### config.mk
export PLATFORM = sky130hd
export DESIGN_NAME = chip_loader
export DESIGN_NICKNAME = d
export VERILOG_FILES = /design/src/rtl/chip_loader_pkg.sv /design/src/rtl/chip_loader_addr_gen.sv /design/src/rtl/chip_loader.sv
export SDC_FILE = /design/constraint.sdc
export NUM_CORES = 1
export LEC_CHECK = 0
export CORE_MARGIN = 10
export CORE_UTILIZATION = 44
export DETAILED_ROUTE_END_ITERATION = 12
export PLACE_DENSITY_LB_ADDON = 0.12
export SETUP_SLACK_MARGIN = 0.02
export SLEW_MARGIN = 0
export SYNTH_ARGS = -nofsm -noshare
export SYNTH_HDL_FRONTEND = slang
export SYNTH_SLANG_ARGS = --single-unit
export TNS_END_PERCENT = 100
### constraint.sdc
create_clock -name clk -period 1.5 [get_ports clk]
set_input_delay 0.3 -clock clk [delete_from_list [all_inputs] [get_ports clk]]
set_output_delay 0.3 -clock clk [all_outputs]
set_load 0.005 [all_outputs]
### src/rtl/chip_loader_pkg.sv
`default_nettype none
// ============================================================================
//  Module      : chip_loader_pkg
//  Description : Shared types and constants for the CNN accelerator load-port
//                sequencer: FSM state encoding, load-stream byte counts and
//                the result value reported on a WAIT watchdog expiry.
//  Revision    : 1.0 - initial release
// ============================================================================
package chip_loader_pkg;

    // Sequencer states, explicitly encoded on 3 bits.
    typedef enum logic [2:0] {
        S_IDLE  = 3'd0,
        S_CRST  = 3'd1,
        S_LOAD  = 3'd2,
        S_DRAIN = 3'd3,
        S_WAIT  = 3'd4,
        S_DONE  = 3'd5
    } state_t;

    // One 8x8x1 image followed by the 3x3x3x2 weight set.
    localparam int DATA_BYTES   = 64;
    localparam int WEIGHT_BYTES = 54;
    localparam int TOTAL_BYTES  = DATA_BYTES + WEIGHT_BYTES;

    // Byte counter width, enough to hold 0..TOTAL_BYTES-1.
    localparam int BYTE_CNT_W = 7;

    // Value placed on result when the WAIT watchdog gives up.
    localparam logic [7:0] TIMEOUT_RESULT = 8'h80;

    // True once the stream has moved past the image bytes into the weights.
    function automatic logic is_weight_byte(input logic [BYTE_CNT_W-1:0] n);
        return (n >= BYTE_CNT_W'(DATA_BYTES));
    endfunction

endpackage : chip_loader_pkg
`default_nettype wire

### src/rtl/chip_loader_addr_gen.sv
`default_nettype none
// ============================================================================
//  Module      : chip_loader_addr_gen
//  Description : Byte counter and read-address generator for the load stream.
//                While i_advance is high the counter walks 0..TOTAL_BYTES-1;
//                the first DATA_BYTES reads target the selected image, the
//                rest target the weight table. Address math wraps at ADDR_W.
//  Ports       : clk, rst_n        - clock, synchronous active-low reset
//                i_advance         - high in every LOAD cycle
//                i_img_idx         - latched image number
//                o_addr            - memory read address for the current byte
//                o_mode            - 0 = image byte, 1 = weight byte
//                o_last            - current byte is the final one
//  Revision    : 1.0 - initial release
// ============================================================================
module chip_loader_addr_gen #(
    parameter int ADDR_W      = 16,
    parameter int IMG_W       = 7,
    parameter int DATA_BASE   = 0,
    parameter int WEIGHT_BASE = 6400
) (
    input  logic              clk,
    input  logic              rst_n,
    input  logic              i_advance,
    input  logic [IMG_W-1:0]  i_img_idx,
    output logic [ADDR_W-1:0] o_addr,
    output logic              o_mode,
    output logic              o_last
);
    import chip_loader_pkg::*;

    // Each image occupies DATA_BYTES consecutive bytes.
    localparam int c_IMG_SHIFT = $clog2(DATA_BYTES);

    logic [BYTE_CNT_W-1:0] r_cnt;
    logic [BYTE_CNT_W-1:0] w_wgt_off;
    logic [ADDR_W-1:0]     w_img_base;

    // The counter idles at zero so the next LOAD always starts from byte 0,
    // including after a reset that interrupted a previous stream.
    always_ff @(posedge clk) begin
        if (!rst_n) begin
            r_cnt <= '0;
        end else if (i_advance) begin
            r_cnt <= o_last ? '0 : r_cnt + 1'b1;
        end else begin
            r_cnt <= '0;
        end
    end

    always_comb begin
        o_mode     = is_weight_byte(r_cnt);
        o_last     = (r_cnt == BYTE_CNT_W'(TOTAL_BYTES - 1));
        w_wgt_off  = r_cnt - BYTE_CNT_W'(DATA_BYTES);
        w_img_base = ADDR_W'(DATA_BASE) + (ADDR_W'(i_img_idx) << c_IMG_SHIFT);
        if (o_mode) begin
            o_addr = ADDR_W'(WEIGHT_BASE) + ADDR_W'(w_wgt_off);
        end else begin
            o_addr = w_img_base + ADDR_W'(r_cnt);
        end
    end

endmodule : chip_loader_addr_gen
`default_nettype wire

### src/rtl/chip_loader.sv
`default_nettype none
// ============================================================================
//  Module      : chip_loader
//  Description : Host-side sequencer for the CNN accelerator byte-serial load
//                port. On start: hold the accelerator in reset, stream one
//                image then the weight set from byte memory, wait for the
//                result flag, capture the signed result and pulse done.
//  Config      : `define LOADER_TIMEOUT_EN to enable the WAIT watchdog
//                (TIMEOUT_CYC cycles, result forced to 8'h80, sticky timeout).
//  Ports       : clk, rst_n                 - clock, sync active-low reset
//                start, img_idx             - request and image number
//                busy, done, result, timeout- status / result
//                mem_en, mem_addr, mem_rdata- byte memory read port
//                chip_rst_n, chip_mode,
//                chip_din, chip_ram_en      - accelerator load port
//                chip_dout, chip_out_flag   - accelerator result port
//  Revision    : 1.0 - initial release
// ============================================================================
module chip_loader #(
    parameter int ADDR_W       = 16,
    parameter int IMG_W        = 7,
    parameter int DATA_BASE    = 0,
    parameter int WEIGHT_BASE  = 6400,
    parameter int CHIP_RST_CYC = 4,
    parameter int TIMEOUT_CYC  = 1024
) (
    input  logic              clk,
    input  logic              rst_n,
    input  logic              start,
    input  logic [IMG_W-1:0]  img_idx,
    output logic              busy,
    output logic              done,
    output logic [7:0]        result,
    output logic              timeout,
    output logic              mem_en,
    output logic [ADDR_W-1:0] mem_addr,
    input  logic [7:0]        mem_rdata,
    output logic              chip_rst_n,
    output logic              chip_mode,
    output logic [7:0]        chip_din,
    output logic              chip_ram_en,
    input  logic [7:0]        chip_dout,
    input  logic              chip_out_flag
);
    import chip_loader_pkg::*;

    generate
        if (CHIP_RST_CYC < 1 || TIMEOUT_CYC < 1) begin : g_param_check
            $error("chip_loader: CHIP_RST_CYC and TIMEOUT_CYC must be >= 1");
        end
    endgenerate

    localparam int c_CRST_W = (CHIP_RST_CYC > 1) ? $clog2(CHIP_RST_CYC) : 1;

    state_t              r_state;
    state_t              w_next_state;
    logic [c_CRST_W-1:0] r_crst_cnt;
    logic                r_drain;
    logic [IMG_W-1:0]    r_img_idx;
    logic [7:0]          r_result;
    logic [7:0]          r_din;
    logic                r_chip_rst_n;
    logic [1:0]          r_tag_en;
    logic [1:0]          r_tag_mode;

    logic                w_load;
    logic                w_last;
    logic                w_byte_mode;
    logic [ADDR_W-1:0]   w_addr;
    logic                w_accept;
    logic                w_capture;
    logic                w_expire;

    // ------------------------------------------------------------------
    // Address generation
    // ------------------------------------------------------------------
    chip_loader_addr_gen #(
        .ADDR_W      (ADDR_W),
        .IMG_W       (IMG_W),
        .DATA_BASE   (DATA_BASE),
        .WEIGHT_BASE (WEIGHT_BASE)
    ) u_addr_gen (
        .clk       (clk),
        .rst_n     (rst_n),
        .i_advance (w_load),
        .i_img_idx (r_img_idx),
        .o_addr    (w_addr),
        .o_mode    (w_byte_mode),
        .o_last    (w_last)
    );

    // ------------------------------------------------------------------
    // WAIT watchdog
    // ------------------------------------------------------------------
`ifdef LOADER_TIMEOUT_EN
    localparam int c_WAIT_W = (TIMEOUT_CYC > 1) ? $clog2(TIMEOUT_CYC) : 1;

    logic [c_WAIT_W-1:0] r_wait_cnt;
    logic                r_timeout;

    // A flag in the final allowed cycle takes priority over the expiry.
    assign w_expire = (r_state == S_WAIT) && !chip_out_flag &&
                      (r_wait_cnt == c_WAIT_W'(TIMEOUT_CYC - 1));

    always_ff @(posedge clk) begin
        if (!rst_n) begin
            r_wait_cnt <= '0;
            r_timeout  <= 1'b0;
        end else begin
            r_wait_cnt <= (r_state == S_WAIT) ? r_wait_cnt + 1'b1 : '0;
            if (w_accept) begin
                r_timeout <= 1'b0;
            end else if (w_expire) begin
                r_timeout <= 1'b1;
            end
        end
    end

    assign timeout = r_timeout;
`else
    assign w_expire = 1'b0;
    assign timeout  = 1'b0;
`endif

    // ------------------------------------------------------------------
    // FSM next-state logic
    // ------------------------------------------------------------------
    always_comb begin
        w_next_state = r_state;
        w_accept     = 1'b0;
        w_capture    = 1'b0;
        case (r_state)
            S_IDLE: begin
                if (start) begin
                    w_accept     = 1'b1;
                    w_next_state = S_CRST;
                end
            end
            S_CRST: begin
                if (r_crst_cnt == c_CRST_W'(CHIP_RST_CYC - 1)) begin
                    w_next_state = S_LOAD;
                end
            end
            S_LOAD: begin
                if (w_last) begin
                    w_next_state = S_DRAIN;
                end
            end
            S_DRAIN: begin
                // Two cycles let the last byte leave the output pipeline.
                if (r_drain) begin
                    w_next_state = S_WAIT;
                end
            end
            S_WAIT: begin
                if (chip_out_flag) begin
                    w_capture    = 1'b1;
                    w_next_state = S_DONE;
                end else if (w_expire) begin
                    w_next_state = S_DONE;
                end
            end
            S_DONE: begin
                w_next_state = S_IDLE;
            end
            default: begin
                w_next_state = S_IDLE;
            end
        endcase
    end

    // ------------------------------------------------------------------
    // State register, counters and output pipeline
    // ------------------------------------------------------------------
    always_ff @(posedge clk) begin
        if (!rst_n) begin
            r_state      <= S_IDLE;
            r_crst_cnt   <= '0;
            r_drain      <= 1'b0;
            r_img_idx    <= '0;
            r_result     <= 8'h00;
            r_din        <= 8'h00;
            r_chip_rst_n <= 1'b0;
            r_tag_en     <= 2'b00;
            r_tag_mode   <= 2'b00;
        end else begin
            r_state    <= w_next_state;
            r_crst_cnt <= (r_state == S_CRST) ? r_crst_cnt + 1'b1 : '0;
            r_drain    <= (r_state == S_DRAIN) ? ~r_drain : 1'b0;

            if (w_accept) begin
                r_img_idx <= img_idx;
            end

            if (w_capture) begin
                r_result <= chip_dout;
            end else if (w_expire) begin
                r_result <= TIMEOUT_RESULT;
            end

            // Registered from the next state so the accelerator reset is
            // low in exactly the CRST cycles.
            r_chip_rst_n <= (w_next_state != S_CRST);

            // Stage 0 lines up with mem_rdata, stage 1 with chip_din.
            r_tag_en   <= {r_tag_en[0], w_load};
            r_tag_mode <= {r_tag_mode[0], w_load & w_byte_mode};
            if (r_tag_en[0]) begin
                r_din <= mem_rdata;
            end
        end
    end

    // ------------------------------------------------------------------
    // Outputs
    // ------------------------------------------------------------------
    assign w_load      = (r_state == S_LOAD);
    assign busy        = (r_state != S_IDLE);
    assign done        = (r_state == S_DONE);
    assign result      = r_result;
    assign mem_en      = w_load;
    assign mem_addr    = w_load ? w_addr : '0;
    assign chip_rst_n  = r_chip_rst_n;
    assign chip_mode   = r_tag_mode[1];
    assign chip_ram_en = r_tag_en[1];
    assign chip_din    = r_din;

endmodule : chip_loader
`default_nettype wire

# ---- After elaboration in Yosys (flattened, before gate mapping)
# Cells that the tools add are included.
dict set report op_classes {
  n_eq_ne 8
  n_div 0
  n_mul 0
  mux 12
  n_addsub 5
  shift 0
  order_cmp 1
  n_reduce_logical 5
  bitwise 4
}
# cell count
set ops {}
lappend ops {{2-to-1 mux 16 bit} 2}
lappend ops {{2-to-1 mux 3 bit} 5}
lappend ops {{one-hot mux 3 bit (5 select lines)} 1}
lappend ops {{adder 13 x 7 -> 14 bit} 1}
lappend ops {{adder 13 x 7 -> 14 bit (first input constant)} 1}
lappend ops {{adder 7 x 1 -> 7 bit (second input constant)} 1}
lappend ops {{equality test 7 bit (second input constant)} 1}
lappend ops {{>= comparator 7 bit (second input constant)} 1}
lappend ops {{subtractor 7 bit (second input constant)} 1}
lappend ops {{equality test 3 x 2 -> 1 bit (second input constant)} 2}
lappend ops {{equality test 3 bit (second input constant)} 2}
lappend ops {{2-to-1 mux 1 bit} 4}
lappend ops {{AND reduction 2 bit} 2}
lappend ops {{equality test 3 x 1 -> 1 bit (second input constant)} 1}
lappend ops {{zero test 3 bit} 1}
lappend ops {{inequality test 3 x 1 -> 1 bit (second input constant)} 1}
lappend ops {{inverter 1 bit} 3}
lappend ops {{nonzero test 3 bit} 1}
lappend ops {{OR reduction 3 bit} 1}
lappend ops {{adder 2 x 1 -> 2 bit (second input constant)} 1}
lappend ops {{equality test 2 bit (second input constant)} 1}
lappend ops {{bitwise AND 1 bit} 1}
dict set report word_totals {
  mem_count 0
  rom_bits 0
  out_inout_bits 39
  word_cells 45
  ram_bits 0
  in_bits 27
  register_bits 41
  latchBits 0
}

# ---- Logic depth before layout (Yosys ltp)
# Gate-level depths: netlist of run 1.
dict set report logic_depth {
  depth_word 4
  ltp_mapped 5
  mapped_depth_nobuf 5
}

# ---- By module
# From an unflattened synthesis of run 1, not the netlist that was laid out.
dict set report hier_totals {
  cells_unflattened 197
  hier_area_um2 1905.6
}
# mod cells_each seq_area_each_um2 area_per_inst_um2 n_inst
set modules_own_cells {}
lappend modules_own_cells {chip_loader 144 680.7 1463.9 1}
lappend modules_own_cells {chip_loader_addr_gen 53 140.1 441.7 1}

# ---- Worst setup path before layout of run 1
# Ideal clock, no wire load.
dict set report synth_timing {
  path_type {reg-to-output}
  startpoint {register r_state[0]}
  endpoint {output port mem_addr[0]}
  setup_slack_ns 0.089
  path_buffers 2
  t_required_ns 1.200
  path_stages_with_launch 5
  arrival_ns 1.111
  cell_sequence {dfxtp_1 buf_6 nor3b_1 clkbuf_1 and2_1}
}
dict set report synth_via {
  elab_chain_len 2
}
# element line
set synth_rtl {}
lappend synth_rtl {{start, declared} chip_loader.sv:55} ;# state_t r_state;
lappend synth_rtl {{start signal, assigned} chip_loader.sv:187} ;# r_state <= w_next_state;
lappend synth_rtl {{equality test 3 x 2 -> 1 bit} chip_loader.sv:217} ;# assign w_load = (r_state == S_LOAD);
lappend synth_rtl {{via mem_en} chip_loader.sv:35} ;# output logic mem_en,
lappend synth_rtl {{2-to-1 mux 16 bit} chip_loader.sv:222} ;# assign mem_addr = w_load ? w_addr : '0;
lappend synth_rtl {{end, declared} chip_loader.sv:36} ;# output logic [ADDR_W-1:0] mem_addr,
# The timed path passes the listed nets, and every way through them passes these cells.

# ---- Worst setup path in the final report of run 1
dict set report layout_timing {
  startpoint {register r_state[1]}
  endpoint {output port mem_addr[0]}
}
dict set report layout_via {
  elab_chain_len 2
}
# element line
set layout_rtl {}
lappend layout_rtl {{equality test 3 x 2 -> 1 bit} chip_loader.sv:217}
lappend layout_rtl {{2-to-1 mux 16 bit} chip_loader.sv:222}
# Every way passes these cells.

==> results.py, run 1 <==
metrics = {
    "timing": {
        "skew_ns": 0.00699,
        "fin_crit_ns": 1.78,
        "post-route-period-util_pct": 118,
        "hold_violations": 0,
        "tightest_slew_ns": 0.500,
        "max_freq_ghz": 0.563,
        "final_max_slew_viol_count": 0,
        "relSlewSlack_pct": 66.6,
        "rsz0062_at_grt": "true",
        "finalSetupViolCount": 22,
        "fin_ws_ns": -0.275,
    },
    "worst_setup_path": {
        "worstPathRequired_ns": 1.20,
        "r2r_cells": 6,
        "crit_arrival_ns": 1.48,
        "r2r-start": "r_state[0]",
        "startpoint_type": "flip-flop",
        "cp_top_family": "buffers and inverters",
        "crit_path_end_kind": "output port",
        "worstSetupStartpoint": "r_state[1]",
        "cpMostUsedCell": "buf_6",
        "max_stage_delay_ns": 0.36,
        "cp.depth": 6,
        "path_max_fanout": 3,
        "reg2reg_to": "r_img_idx[6]",
        "path_class": "reg -> out",
        "worst_path_max_delay_cell": "dfxtp_2",
        "worstPathCellList": "nor3b_4 -> buf_4 -> buf_6 -> buf_6 -> and2_4 -> buf_6",
        "rrSetupSlack_ns": -0.10,
        "crit_path_end": "mem_addr[0]",
        "path_buf_inv": 4,
    },
    "routing": {
        "drt-total-wl_mm": 4.70,
        "vias": 1480,
        "wire_per_inst_um": 15.3,
        "drc_errors": 0,
        "drtIter0Drc": 49,
        "drt_first_pass_iters": 4,
        "ant_nets": 0,
        "vias_per_cell": 4.84,
    },
    "outcome": {
        "violations": "setup timing",
        "status": "finished, violations left",
    },
    "synthesis": {
        "async_flop_share_pct": 0,
        "syn_area_um2": 1770,
        "ys.warnings.count": 0,
        "synth_cell_types": 32,
        "synth_edf_count": 0,
        "synth_seq_area_share_pct": 46.5,
        "muxShareOfSynthArea_pct": 13.6,
        "synthCells": 174,
        "synth_compound_area_share_pct": 4.04,
        "synth-simple-area-share_pct": 25.0,
        "ys.flop_type": "dfxtp_1",
        "syn_avg_cell_area_um2": 10.2,
        "synth_top_family_by_area": "simple AND/OR/NAND/NOR gates",
        "synthXorXnorAreaFrac_pct": 2.48,
        "ys_ff_latch": 41,
        "synth_adder_area_share_pct": 2.83,
    },
    "die": {
        "die_w_um": 83.4,
        "die_h_um": 83.4,
        "die-area_um2": 6950,
        "start_util_pct": 46.8,
        "design.core.area_um2": 3770,
        "num_rows": 22,
        "pin_count": 66,
    },
    "power_and_ir_drop": {
        "p_leak_nw": 1.18,
        "vdd.ir_drop.worst_mv": 0.635,
        "power_density_nw_per_um2": 745,
    },
    "clock_network": {
        "ctsLongestPathBuffers": 2,
        "numCtsBuffers": 5,
        "cts_tree": "yes",
        "clkTransAtPathRegs_ns": 0.08,
        "clk_latency_ns": 0.30,
        "clock_sinks": 41,
        "htree_levels": 2,
        "clockRootBuffer": "clkbuf_8",
        "ctsHoldBuffers": 0,
    },
    "cells_and_area": {
        "finish.utilization_pct": 74.0,
        "layout_commonest_cell": "clkdlybuf4s50_1",
        "final.fill_count": 253,
        "num-nets-final": 288,
        "layout_common_cells": "clkdlybuf4s50_1, dfxtp_1, mux2i_1, nor2b_1, buf_6",
        "antenna_cells": 0,
        "drive_gt1_share_pct": 28.7,
        "syn2layout_area_growth_pct": 58.0,
        "fin_area_um2": 2790,
    },
    "global_route": {
        "grt_pass1_vias": 1471,
        "antenna_found_initial": 0,
        "grt.overflow.total": 0,
        "grt_pass1_wl_mm": 7.58,
        "grt_max_degree": 20,
        "grtUsageTotal_pct": 13.0,
    },
    "place": {
        "pre_cts_slack_ns": -0.365,
        "io_buffers": 61,
        "gp_congestion": 0.792,
        "placed_area_um2": 2460,
        "dpl.hpwl_mm": 3.25,
    },
    "run": {
        "cap_violations": 0,
    },
    "hold_path": {
        "min_path_type": "reg -> reg",
    },
}
[worst register-to-register path: stages (launching register included)]
cell and delay [ns]:
dfxtp_2 0.35, buf_4 0.17, or3_4 0.38, buf_6 0.14, nor2_8 0.16, mux2i_1 0.23, nor2b_1 0.06
[area by class of cell]
cell class | count | area, um2 | share of cell area (%)
clock buffers | 7 | 96.3 | 3.45
repair buffers | 85 | 833 | 29.9
well taps | 48 | 60.1 | 2.15
clock inverters | 1 | 5.00 | 0.179
flip-flops and latches | 41 | 828 | 29.7
multi-input cells | 118 | 946 | 33.9
inverters | 6 | 22.5 | 0.807
[flip-flops by register name, summed over array words and instances (netlist names)]
signal	flops
chip_din	8
chip_rst_n	1
r_crst_cnt	2
r_drain	1
r_img_idx	7
r_state	3
r_tag_en	2
r_tag_mode	2
result	8
u_addr_gen.r_cnt	7
[worst min path at each step]
stage                     slack [ns]     startpoint             to  cells past startpoint
after floorplan                 0.41  r_crst_cnt[0]  r_crst_cnt[0]                      1
after global placement          0.41  r_tag_mode[0]  r_tag_mode[1]                      1
after detailed placement        0.42  r_tag_mode[0]  r_tag_mode[1]                      1
after CTS                       0.43  r_tag_mode[0]  r_tag_mode[1]                      1
after global routing            0.46  r_crst_cnt[0]  r_crst_cnt[0]                      1
final                           0.43  r_crst_cnt[0]  r_crst_cnt[0]                      1
[where the power goes]
group	total (W)	internal (W)	leakage [nW]	switching, W
Combinational	0.000171	0.000112	0.793	0.0000591
Clock	0.000797	0.000416	0.0542	0.000381
Sequential	0.00111	0.00110	0.334	0.00000984
[per-stage QoR]
step	setup TNS [ns]	total power, W	std cells	hold slack [ns]
6_report	-3.84	0.00208	306	0.433
5_1_grt	-5.12	0.00215	306	0.458
4_1_cts	-2.86	0.00209	304	0.433
3_5_place_dp	-4.52	0.00130	285	0.420
3_3_place_gp	-4.15	0.00130	285	0.414
2_1_floorplan	0	0.00122	177	0.406
[kinds of logic after synthesis]
group                    Yosys count
AND/OR/NAND/NOR                   71
flip-flops                        41
AO/OA/AOI/OAI                     10
adder cells (fa/ha/maj)            4
multiplexers                      24
buffers and inverters             18
XOR/XNOR                           5
other                              1
[per-layer routing]
layer	track usage, %	routed length [um]	vias to the layer above
met2	21.8	2350	50
met4	4.62	66	0
met5	0	0	-
met3	4.59	318	7
li1	-	-	733
met1	14.7	1960	690
[timing repair]
item	in CTS	in global routing
gates resized for setup	94	31
setup endpoints to repair	26	43
setup buffers	10	5
pin swaps	6	8
cloned	1	0
[Yosys cell counts, drive strengths merged, types with 2 or more instances]
cell / count / area [um2]
mux2i: 24 / 240
dfxtp: 41 / 821
o21ai: 2 / 10.0
nand3: 5 / 25.0
and2: 15 / 93.8
buf: 7 / 53.8
inv: 6 / 22.5
o21a: 3 / 22.5
nor3b: 2 / 15.0
nand2: 4 / 15.0
nor2b: 25 / 156
ha: 4 / 50.1
nor2: 9 / 50.1
and3: 5 / 31.3
clkbuf: 5 / 18.8
xor2: 4 / 35.0
Note: power is estimated with default switching activity, not from simulation.
==> run 2, diff against run 1 <==
- CORE_UTILIZATION: 44 -> 35
- GPL_TIMING_DRIVEN: not set -> 1
==> run 2 against run 1 <==
Effect of this change:
- the run still ends with setup timing left
- non-clock buffer count up 11
- via count fell by 0.27%
- cell area increased by 4.2%
- global-route usage fell by 1.7 points
- critical path type unchanged
- largest power group unchanged
==> results.py, run 2 (synthesis gave the netlist of run 1 again) <==
metrics = {
    "power_and_ir_drop": {
        "clkPwrFrac_pct": 36.3,
        "p_switching_w": 0.000437,
        "swShare_pct": 21.6,
        "comb_power_share_pct": 8.7,
        "power_density_nw_per_um2": 696,
        "p_leak_nw": 1.28,
        "p_total_w": 0.00202,
        "p_seq_share_pct": 55.1,
        "vdd.ir_drop.worst_mv": 0.375,
        "p_int_w": 0.00159,
    },
    "hold_path": {
        "min_from": "r_crst_cnt[0]",
        "hold_depth": 1,
        "holdPathEnd": "r_crst_cnt[0]",
        "min_path_type": "reg -> reg",
    },
    "worst_setup_path": {
        "crit_path_end_kind": "output port",
        "path_max_fanout": 4,
        "rrSetupSlack_ns": -0.11,
        "startpoint_type": "flip-flop",
        "r2r-start": "r_state[1]",
        "reg2reg_to": "r_img_idx[2]",
        "crit_arrival_ns": 1.47,
        "path_class": "reg -> out",
        "r2r_cells": 7,
        "worstPathRequired_ns": 1.20,
    },
    "routing": {
        "vias_per_cell": 4.41,
        "drc_errors": 0,
        "drtIter0Drc": 62,
        "ant_nets": 0,
        "drt_first_pass_iters": 3,
        "wire_per_inst_um": 14.1,
        "drt-total-wl_mm": 4.71,
        "vias": 1476,
    },
    "place": {
        "gp_congestion": 0.750,
        "dpl.hpwl_mm": 3.23,
        "pre_cts_slack_ns": -0.297,
        "io_buffers": 61,
    },
    "timing": {
        "hold_violations": 0,
        "max_freq_ghz": 0.564,
        "post-route-period-util_pct": 118,
        "hold_ws_ns": 0.434,
        "finalSetupTns_ns": -4.38,
        "skew_ns": 0.00395,
        "fin_crit_ns": 1.77,
        "final_max_slew_viol_count": 0,
        "fin_ws_ns": -0.272,
        "rsz0062_at_grt": "true",
        "finalSetupViolCount": 31,
    },
    "die": {
        "pin_count": 66,
        "die_h_um": 91.0,
        "num_rows": 25,
        "start_util_pct": 36.7,
        "die_w_um": 91.0,
        "design.core.area_um2": 4820,
        "die-area_um2": 8290,
    },
    "cells_and_area": {
        "layout_commonest_cell": "clkdlybuf4s50_1",
        "drive_gt1_share_pct": 30.6,
        "final.fill_count": 453,
        "syn2layout_area_growth_pct": 64.6,
        "antenna_cells": 0,
        "layout_common_cells": "clkdlybuf4s50_1, dfxtp_1, mux2i_1, nor2b_1, buf_6",
        "num-nets-final": 299,
    },
    "clock_network": {
        "clockRootBuffer": "clkbuf_8",
        "ctsHoldBuffers": 0,
        "clk_latency_ns": 0.29,
        "clkTransAtPathRegs_ns": 0.07,
        "clock_sinks": 41,
        "htree_levels": 2,
        "ctsLongestPathBuffers": 2,
        "numCtsBuffers": 5,
        "cts_tree": "yes",
    },
    "global_route": {
        "grt_pass1_wl_mm": 7.65,
        "grt_max_degree": 23,
        "grt.overflow.total": 0,
        "antenna_found_initial": 0,
        "grt_pass1_vias": 1464,
        "grtUsageTotal_pct": 11.2,
    },
    "outcome": {
        "status": "finished, violations left",
        "violations": "setup timing",
    },
    "run": {
        "cap_violations": 0,
    },
}
## run 2: cell count changes in the layout (fill, tap and decap cells not counted), moves of 2 or more
cell,change
clkdlybuf4s50_1,-3
nor2_4,+2
and2_1,+2
dlymetal6s2s_1,+3
buf_4,+9
and2_4,-2
buf_2,+2
## run 2: cell type report
| class | instances | area, um2 | share of cell area (%) |
|---|---|---|---|
| well taps | 67 | 83.8 | 2.88 |
| inverters | 6 | 22.5 | 0.775 |
| multi-input cells | 118 | 967 | 33.3 |
| repair buffers | 96 | 922 | 31.7 |
| flip-flops and latches | 41 | 826 | 28.4 |
| clock buffers | 7 | 86.3 | 2.97 |
## run 2: worst max path at each step
| stage | startpoint | end | slack (ns) | cells after the start |
|---|---|---|---|---|
| 6_report | r_state[0] | mem_addr[12] | -0.27 | 6 |
| 2_1_floorplan | r_state[0] | mem_addr[0] | 0.09 | 4 |
| 3_3_place_gp | r_state[2] | mem_addr[6] | -0.29 | 4 |
| 4_1_cts | r_state[0] | mem_addr[12] | -0.24 | 6 |
| 5_1_grt | r_state[1] | mem_addr[12] | -0.36 | 6 |
| 3_5_place_dp | r_state[1] | mem_addr[10] | -0.30 | 4 |
## run 2: power groups by stage
stage / combinational [W] / sequential, W / clock (W)
floorplan: 0.0000796 / 0.00114 / 0
global placement: 0.000167 / 0.00114 / 0
detailed placement: 0.000167 / 0.00114 / 0
CTS: 0.000172 / 0.00111 / 0.000754
global route: 0.000190 / 0.00112 / 0.000818
finish: 0.000175 / 0.00111 / 0.000733
## run 2: routing by layer
| metal | wire length [um] | part of all wire, % | track usage, % | up-vias |
|---|---|---|---|---|
| met5 | 0 | 0 | 0 | - |
| met4 | 132 | 2.8 | 5.61 | 0 |
| met3 | 273 | 5.8 | 3.79 | 9 |
| met2 | 2180 | 46 | 17.0 | 48 |
| met1 | 2130 | 45 | 13.9 | 662 |
| li1 | - | - | - | 757 |
## run 2: stage by stage
| step | cell area (um2) | util, % | std cells |
|---|---|---|---|
| after floorplan | 1780 | - | 177 |
| after global placement | 2500 | 52.0 | 307 |
| after detailed placement | 2500 | 52.0 | 307 |
| after CTS | 2730 | 56.6 | 325 |
| after global routing | 2910 | 60.4 | 335 |
| final | 2910 | 60.4 | 335 |
## run 2: worst max-delay path, cell delays in order, from the launching register on
cell and delay, ns:
dfxtp_2 0.34, nor3b_4 0.29, buf_6 0.16, buf_6 0.09, buf_6 0.08, o21a_1 0.11, buf_2 0.11
## run 2: repair_timing
action / in CTS / in global routing
hold endpoints to repair: 0 / 0
gates cloned: 1 / 0
endpoints found under the setup margin: 24 / 46
resized for setup: 97 / 32
pin swaps: 10 / 7
setup buffers: 11 / 11
